==> config.mk <==
export PLATFORM = sky130hd
export DESIGN_NAME = uart_rx_ctrl
export DESIGN_NICKNAME = d
export VERILOG_FILES = /design/src/rtl/uart_rx_ctrl.sv
export SDC_FILE = /design/constraint.sdc
export NUM_CORES = 1
export LEC_CHECK = 0
export CAP_MARGIN = 40
export CORE_MARGIN = 2
export CORE_UTILIZATION = 50
export DETAILED_ROUTE_END_ITERATION = 8
export DONT_BUFFER_PORTS = 1
export PLACE_DENSITY = 0.68
export SKIP_CTS_REPAIR_TIMING = 1
export SLEW_MARGIN = 20
export SYNTH_ARGS = -nofsm -noshare
export SYNTH_HDL_FRONTEND = slang
export SYNTH_SLANG_ARGS = --single-unit
==> constraint.sdc <==
create_clock -name i_clk -period 1.75 [get_ports i_clk]
set_input_delay 0.4375 -clock i_clk [delete_from_list [all_inputs] [get_ports i_clk]]
set_output_delay 0.4375 -clock i_clk [all_outputs]
set_load 0.01 [all_outputs]
==> src/rtl/uart_rx_ctrl.sv <==
// UART receiver sequencer: phase-locked 3-per-bit sample strobes, a FWFT byte buffer
// fed by the receiver's valid edges, and sticky frame/error statistics.
module uart_rx_ctrl #(
    parameter int unsigned CLKS_PER_BIT = 16,
    parameter int unsigned FIFO_DEPTH   = 4,
    parameter int unsigned END_TIMEOUT  = 8
) (
    input  logic        i_clk,
    input  logic        i_rst,
    input  logic        i_enable,
    output logic        o_rxpulse,
    input  logic        i_rxsync,
    input  logic        i_rx_valid,
    input  logic [7:0]  i_rx_data,
    input  logic        i_rx_err,
    output logic [7:0]  o_data,
    output logic        o_valid,
    input  logic        i_ready,
    output logic        o_busy,
    output logic        o_overrun,
    output logic        o_frame_err,
    input  logic        i_clr,
    output logic [15:0] o_frame_cnt,
    output logic [7:0]  o_err_cnt
);

    localparam int unsigned Q    = CLKS_PER_BIT / 4;
    localparam int unsigned PH_W = $clog2(CLKS_PER_BIT);
    localparam int unsigned TM_W = $clog2(END_TIMEOUT + 1);
    localparam int unsigned AW   = $clog2(FIFO_DEPTH);

    localparam logic [1:0] StIdle    = 2'd0;
    localparam logic [1:0] StActive  = 2'd1;
    localparam logic [1:0] StWaitEnd = 2'd2;

    localparam logic [PH_W-1:0] PhQ1   = PH_W'(Q);
    localparam logic [PH_W-1:0] PhQ2   = PH_W'(2 * Q);
    localparam logic [PH_W-1:0] PhQ3   = PH_W'(3 * Q);
    localparam logic [PH_W-1:0] PhLast = PH_W'(CLKS_PER_BIT - 1);
    localparam logic [TM_W-1:0] TmLast = TM_W'(END_TIMEOUT - 1);

    logic [1:0]      state_q, state_d;
    logic [PH_W-1:0] ph_q, ph_d;
    logic [4:0]      pc_q, pc_d;
    logic [TM_W-1:0] timer_q, timer_d;
    logic            valid_prev_q, err_prev_q;
    logic            valid_rise, err_rise, err_evt, pulse;

    logic [7:0]      mem_q [FIFO_DEPTH];
    logic [AW:0]     wr_ptr_q, rd_ptr_q;
    logic            empty, full, pop, push_ok, drop;

    logic [15:0]     frame_cnt_q;
    logic [7:0]      err_cnt_q;
    logic            overrun_q, frame_err_q;

    assign valid_rise = i_rx_valid & ~valid_prev_q;
    assign err_rise   = i_rx_err & ~err_prev_q;

    always_comb begin
        pulse = (state_q == StActive) && (ph_q == PhQ1 || ph_q == PhQ2 || ph_q == PhQ3);
    end

    always_comb begin
        state_d = state_q;
        ph_d    = ph_q;
        pc_d    = pc_q;
        timer_d = timer_q;
        err_evt = 1'b0;
        case (state_q)
            StIdle: begin
                if (i_rxsync && i_enable) begin
                    state_d = StActive;
                    ph_d    = '0;
                    pc_d    = '0;
                end
            end
            StActive: begin
                // A simultaneous valid edge outranks a start-bit rejection.
                if (err_rise && !valid_rise) begin
                    state_d = StIdle;
                    err_evt = 1'b1;
                end else if (pulse && pc_q == 5'd29) begin
                    state_d = StWaitEnd;
                    timer_d = '0;
                end else begin
                    ph_d = (ph_q == PhLast) ? '0 : ph_q + 1'b1;
                    if (pulse) pc_d = pc_q + 5'd1;
                end
            end
            StWaitEnd: begin
                if (valid_rise) begin
                    state_d = StIdle;
                end else if (err_rise || timer_q == TmLast) begin
                    state_d = StIdle;
                    err_evt = 1'b1;
                end else begin
                    timer_d = timer_q + 1'b1;
                end
            end
            default: state_d = StIdle;
        endcase
    end

    always_ff @(posedge i_clk) begin
        if (i_rst) begin
            state_q      <= StIdle;
            ph_q         <= '0;
            pc_q         <= '0;
            timer_q      <= '0;
            valid_prev_q <= 1'b1;
            err_prev_q   <= 1'b1;
        end else begin
            state_q      <= state_d;
            ph_q         <= ph_d;
            pc_q         <= pc_d;
            timer_q      <= timer_d;
            valid_prev_q <= i_rx_valid;
            err_prev_q   <= i_rx_err;
        end
    end

    // A pop in the same cycle frees the slot a full buffer would otherwise refuse.
    assign empty   = (wr_ptr_q == rd_ptr_q);
    assign full    = (wr_ptr_q[AW] != rd_ptr_q[AW]) && (wr_ptr_q[AW-1:0] == rd_ptr_q[AW-1:0]);
    assign pop     = ~empty & i_ready;
    assign push_ok = valid_rise & (~full | pop);
    assign drop    = valid_rise & full & ~pop;

    always_ff @(posedge i_clk) begin
        if (push_ok) mem_q[wr_ptr_q[AW-1:0]] <= i_rx_data;
    end

    always_ff @(posedge i_clk) begin
        if (i_rst) begin
            wr_ptr_q    <= '0;
            rd_ptr_q    <= '0;
            frame_cnt_q <= '0;
            err_cnt_q   <= '0;
            overrun_q   <= 1'b0;
            frame_err_q <= 1'b0;
        end else begin
            if (push_ok) wr_ptr_q <= wr_ptr_q + 1'b1;
            if (pop)     rd_ptr_q <= rd_ptr_q + 1'b1;
            if (i_clr) begin
                frame_cnt_q <= {15'd0, push_ok};
                err_cnt_q   <= {7'd0, err_evt};
                overrun_q   <= drop;
                frame_err_q <= err_evt;
            end else begin
                if (push_ok) frame_cnt_q <= frame_cnt_q + 16'd1;
                if (err_evt && err_cnt_q != 8'hFF) err_cnt_q <= err_cnt_q + 8'd1;
                overrun_q   <= overrun_q | drop;
                frame_err_q <= frame_err_q | err_evt;
            end
        end
    end

    assign o_rxpulse   = pulse;
    assign o_busy      = (state_q != StIdle);
    assign o_valid     = ~empty;
    assign o_data      = empty ? 8'h00 : mem_q[rd_ptr_q[AW-1:0]];
    assign o_overrun   = overrun_q;
    assign o_frame_err = frame_err_q;
    assign o_frame_cnt = frame_cnt_q;
    assign o_err_cnt   = err_cnt_q;

endmodule

======== Yosys cells after proc, flatten, opt, wreduce, memory -nomap -nowiden ========
Memories as Yosys holds them, arrays and structs flattened. A register that Yosys moved wholly into a read port is not among the register bits.
Index checks and enable logic that the tools add are counted.
word-level totals
  bits in registers ....................... 49
  latch bits .............................. 0
  RAM bits ................................ 32
  memory bits (read-only) ................. 0
  input bits .............................. 16
  logic and storage cells ................. 114
  memories ................................ 1
cells by class
  $add $sub $neg .......................... 7
  multiply operators ...................... 0
  div/mod/pow operators ................... 0
  $lt $le $gt $ge ......................... 0
  equal/unequal tests ..................... 21
  shift-type cells ........................ 0
  mux-type cells .......................... 36
  bitwise gates (word level) .............. 14
  reduce and logical (&&, ||, !) cells .... 21
memory list
  name   depth  width  read ports  clocked after memory_dff  write ports  line  text
  mem_q  4      8      1           1                         1            49    logic [7:0] mem_q [FIFO_DEPTH];
operator list
  cell                     count
  $mux W4                  8
  $mux W5                  4
  $add A16 B1 Y16 const B  1
  $pmux W4 S2              2
  $mux W2                  7
  $eq A4 B4 Y1 const B     3
  $ne A2 B2 Y1 const B     6
  $mux W1                  11
  $pmux W5 S2              1
  $reduce_and A5 Y1        2
  $reduce_bool A2 Y1       5
  $add A4 B1 Y4 const B    2
  $add A8 B1 Y8 const B    1
  $eq A4 B3 Y1 const B     2
  $mux W8                  1
  $ne A8 B8 Y1 const B     1
  $add A3 B1 Y3 const B    2
  $and A1 B1 Y1            6
  $logic_and A1 B1 Y1      6
  $pmux W2 S3              1
  $add A5 B1 Y5 const B    1
  $eq A5 B5 Y1 const B     1
  $not A1 Y1               5
  $reduce_and A4 Y1        1
  other kinds (15)         19

======== Longest topological paths before layout ========
Gate-level depths: netlist of run 1.
  word-level depth ........................ 9
  gate-level depth with buffers ........... 8
  depth with buffers taken out ............ 8

======== Worst setup path after synthesis of run 1 ========
OpenSTA, ideal clock, no wires.
  kind .................................... reg-to-output
  start point ............................. register (tool-made name)
  end point ............................... output o_data[0]
  data arrival time ....................... 1.448 ns
  data required time ...................... 1.312 ns
  setup slack ............................. -0.136 ns
  cell stages (with the launch flop) ...... 4
  path through ............................ dfxtp_1 > clkbuf_1 > mux4_2 > and2_1
RTL lines
  item           line  text
  end, declared  16    output logic [7:0] o_data,

==> results of run 1 <==
path summary, 6_finish.rpt:
kind	from	end	slack [ns]
setup reg to reg	timer_q[0]	o_err_cnt[0]	-0.05
setup / recovery	flip-flop	o_data[4]	-0.21
hold / removal	i_rst	state_q[0]	0.14
hold reg to reg	pc_q[1]	pc_q[1]	0.52
kinds of logic (layout without fill, tap and decap cells):
group / count (synthesis) / after routing / synth area share, %
buffers and inverters: 24 / 79 / 2.35
muxes: 14 / 14 / 6.19
and+or+nand+nor: 144 / 144 / 20.4
DFF: 83 / 83 / 51.0
AOI/OAI and AO/OA: 45 / 45 / 8.35
xor gates and xnor gates: 29 / 29 / 6.54
adders and majority gates: 16 / 16 / 5.16
area by class of cell:
class / count / share of cell area [%]
clock buffer: 9 / 2.59
clock inverter: 7 / 1.60
tap: 102 / 2.67
inverter: 13 / 1.07
multi-input combinational: 248 / 41.5
sequential: 83 / 42.0
timing repair buffer: 50 / 8.58
report_power, final:
| part | switching, W | internal (W) |
|---|---|---|
| sequential | 0.0000247 | 0.00203 |
| clock | 0.000712 | 0.000669 |
| combinational | 0.000248 | 0.000249 |
| total | 0.000985 | 0.00295 |
registers in the layout, summed over array words and instances (netlist names), 2 cells and up, named ones only:
name / count
o_err_cnt: 8
timer_q: 4
o_frame_cnt: 16
state_q: 2
rd_ptr_q: 3
wr_ptr_q: 3
pc_q: 5
mem_q: 32
ph_q: 4
per-stage QoR:
| stage | hold WS (ns) | util [%] | TNS (ns) | power (W) |
|---|---|---|---|---|
| 3_3_place_gp | 0.490 | 55.9 | 0 | 0.00249 |
| 5_1_grt | 0.116 | 62.9 | -2.24 | 0.00411 |
| 3_5_place_dp | 0.502 | 55.9 | -0.0598 | 0.00250 |
| 6_report | 0.144 | 62.9 | -1.57 | 0.00394 |
| 2_1_floorplan | 0.461 | - | 0 | 0.00239 |
| 4_1_cts | 0.133 | 58.5 | -3.66 | 0.00388 |
cell usage in the layout, fill, tap and decap left out, drive strengths merged, types with 11 or more instances in the layout:
master   n
dfxtp   51
buf     50
nor2    43
edfxtp  32
nand2   18
and2    17
xnor2   16
ha      16
inv     15
xor2    13
a21oi   12
nand3   11
per-layer routing:
| metal | vias to the layer above | wire length, um | GRT usage (%) | share of wire [%] |
|---|---|---|---|---|
| met5 | - | 0 | 0 | 0 |
| met4 | 0 | 62 | 5.60 | 0.78 |
| met3 | 5 | 396 | 5.51 | 5.0 |
| met2 | 62 | 4220 | 32.7 | 53 |
| met1 | 1365 | 3260 | 21.9 | 41 |
| li1 | 1379 | - | - | - |
==> out/results.ini, run 1 <==
[placed_design]
place.gp.congestion = 0.890
place_area_um2 = 4250
dp.cells = 482
pre_cts_ws_ns = -0.0322
portBuffers = 0
dp_hpwl_mm = 5.61

[worst_setup_path]
cp.arrival_ns = 1.52
critical_path.top_delay_family = multiplexers
cp_cell_sequence = buf_6, mux4_2, and2_4
max_stage_delay_ns = 0.51
slowest_stage = mux4_2
endpoint_kind = primary output
criticalPathCategory = reg2out
crit_required_ns = 1.31
crit_cells = 3
path_max_fanout = 5
path_buf_inv = 1
startpoint_type = flip-flop
r2r_cells = 6

[synthesis]
avgSynthCellArea_um2 = 10.9
synth_most_common_cell = dfxtp_1
yosysWarnings = 0
synth_edf_count = 32
yosys-top-cells-count = dfxtp_1, nor2_1, edfxtp_1
yosys-top-cells-area = dfxtp_1, edfxtp_1, ha_1, mux4_2, nor2_1
ys.flop_type = dfxtp_1
async_flop_share_pct = 0
synth_cell_type_count = 57
synth_top_area_share_pct = 26.3
syn_nets = 387
yosysSeqAreaShare_pct = 51.0
synth_largest_area_cell = dfxtp_1
synthCells = 355
synth-seq-cells = 83
syn_area_um2 = 3880

[cts]
cts_tree = yes
clk_pin_slew_ns = 0.09
cts_max_path_buffers = 2
cts_inserted_buffers = 9
cts_sinks = 83
clock_latency_ns = 0.35
cts-root-buf = clkbuf_8
htree_levels = 3

[die]
die_w_um = 92.1
rows = 32
coreArea_um2 = 7610
dieArea_um2 = 8490
initial_utilization_pct = 51.0
ios = 53
die_h_um = 92.1

[grt]
antenna_found_initial = 0
grt.total_usage_pct = 18.6
grt_pass1_vias = 2598
overflow = 0
grt_max_degree = 25
grt_pass1_wl_mm = 12.3

[sta]
final.min_clock_period_ns = 1.96
finalSetupViolCount = 10
final.setup.worst_slack_ns = -0.208
slew_viol_final = 0
fmax_mhz = 511
rsz0062_at_grt = true
max_slew_margin_pct = 72.2
tightest_slew_ns = 0.411
fin_crit_sh_pct = 112
finClkSkew_ns = 0.00953
finalHoldViolCount = 0

[routing]
drt-initial-drc-count = 94
drc = 0
via_per_inst = 5.49
routed_wl_mm = 7.94
dr.pass1.iters = 4
wl_per_cell_um = 15.5
vias = 2811
ant_nets = 0

[final_layout]
seq_area_um2 = 2010
syn2layout_area_growth_pct = 23.2
fin_nets = 437
final_area_um2 = 4780
drive_above_1_share_pct = 32.9
num-fill-cells = 621
final_cells = 512
diodes = 0
multi_input_area_um2 = 1980

[power_and_ir_drop]
power_density_nw_per_um2 = 823
p_leak_nw = 1.74
ir_drop_uv = 429

[outcome]
status = complete, but fails checks
violations = setup timing

[min_path]
worstHoldPathType = in2reg
holdPathStages = 1

[job]
cap_violations = 0

No activity file was read; power rests on OpenSTA's default activity.
==> inputs of run 2 (changes only) <==
--- a/config.mk
+++ b/config.mk
@@ -7,10 +7,9 @@
 export LEC_CHECK = 0
 export CAP_MARGIN = 40
 export CORE_MARGIN = 2
-export CORE_UTILIZATION = 50
+export CORE_UTILIZATION = 49
 export DETAILED_ROUTE_END_ITERATION = 8
-export DONT_BUFFER_PORTS = 1
-export PLACE_DENSITY = 0.68
+export PLACE_DENSITY = 0.75
 export SKIP_CTS_REPAIR_TIMING = 1
 export SLEW_MARGIN = 20
 export SYNTH_ARGS = -nofsm -noshare
==> run 2 against run 1 <==
Compared with the run above: the flow still finishes with violations (setup timing); sequential share of layout area shrank 5.8 points; via count increased by 11%; flip-flop and latch count is the same; critical path type unchanged; highest routed layer unchanged.
==> out/results.ini, run 2 (synthesized netlist as in run 1, its figures left out) <==
[sta]
finClkSkew_ns = 0.00877
max_slew_margin_pct = 77.0
fin_crit_sh_pct = 118
finalHoldViolCount = 0
slew_viol_final = 0
tns_ns = -2.56
final.setup.worst_slack_ns = -0.312
rsz0062_at_grt = true
final.min_clock_period_ns = 2.06
tightest_slew_ns = 0.342
fmax_mhz = 485
finalSetupViolCount = 10

[cts]
clock_latency_ns = 0.36
clk_pin_slew_ns = 0.08
htree_levels = 3
cts_max_path_buffers = 2
cts-root-buf = clkbuf_8
cts_inserted_buffers = 9
cts_sinks = 83
cts_tree = yes

[worst_setup_path]
crit_required_ns = 1.31
startpoint_type = flip-flop
cp.arrival_ns = 1.62
endpoint_kind = primary output
r2r_slack_ns = -0.03
max_stage_delay_ns = 0.49
cp_cell_sequence = buf_12, mux4_2, and2_1, clkbuf_2
slowest_stage = mux4_2
path_max_fanout = 8
crit-reg2reg-launch = timer_q[1]
criticalPathCategory = reg2out

[final_layout]
final_common_cell = buf_4
fin_nets = 508
largest_register_ffs = 32
diodes = 0
drive_above_1_share_pct = 36.8
syn2layout_area_growth_pct = 43.3
layout_common_cells = buf_4, nor2_1, edfxtp_1

[routing]
dr.pass1.iters = 4
ant_nets = 0
routed_wl_mm = 8.99
via_per_inst = 5.35
drt-initial-drc-count = 79
drc = 0
vias = 3117
wl_per_cell_um = 15.4

[placed_design]
pre_cts_ws_ns = -0.525
portBuffers = 52
dp_hpwl_mm = 5.99
place.gp.congestion = 0.843

[die]
ios = 53
initial_utilization_pct = 50.5
die_h_um = 93.0
rows = 32
die_w_um = 93.0
dieArea_um2 = 8650
coreArea_um2 = 7690

[outcome]
violations = setup timing
status = complete, but fails checks

[power_and_ir_drop]
total_power_w = 0.00411
ir_drop_uv = 469
p_leak_nw = 2.41
power_density_nw_per_um2 = 739

[min_path]
min_from = i_rx_valid
worstHoldPathType = in2reg

[grt]
antenna_found_initial = 0
grt_pass1_vias = 2958
grt.total_usage_pct = 19.6
grt_pass1_wl_mm = 13.2
overflow = 0
grt_max_degree = 15

[job]
cap_violations = 0

run 2: worst paths after layout:
check	endpoint	depth (start not counted)
max	o_data[0]	4
min	valid_prev_q	2
max reg2reg	o_err_cnt[0]	6
min reg2reg	o_err_cnt[1]	2
run 2: layer usage:
metal  part of all wire [%]  global-route usage [%]  up-vias  routed length (um)
li1                       -                       -     1527                   -
met1                     43                    23.8     1513                3860
met4                    1.6                    7.72        0                 147
met5                      0                       0        -                   0
met2                     51                    33.8       63                4630
met3                    4.0                    4.43       14                 357
run 2: power breakdown:
group | internal (W) | switching [W] | total [W]
Sequential | 0.00203 | 0.0000238 | 0.00206
Combinational | 0.000345 | 0.000333 | 0.000678
Clock | 0.000660 | 0.000716 | 0.00138
run 2: area by class of cell:
cell class / instances / area, um2
well taps: 102 / 128
clock inverters: 6 / 66.3
clock buffers: 10 / 128
multi-input cells: 248 / 2050
inverters: 13 / 48.8
fillers: 537 / 2120
repair buffers: 121 / 1130
flip-flops and latches: 83 / 2010
run 2: stage by stage:
stage | instance area (um2) | hold WS [ns] | util, % | cells
global route | 5560 | 0.377 | 72.4 | 583
detailed placement | 5010 | 0.495 | 65.2 | 557
CTS | 5200 | 0.508 | 67.7 | 573
floorplan | 3890 | 0.461 | - | 355
finish | 5560 | 0.373 | 72.4 | 583
global placement | 5010 | 0.463 | 65.2 | 557
run 2: worst max-delay path, delay by kind of cell (launching register included):
kind                   cells  cell delay (ns)
DFF                        1             0.35
muxes                      1             0.49
and+or+nand+nor            1             0.18
buffers and inverters      2             0.26
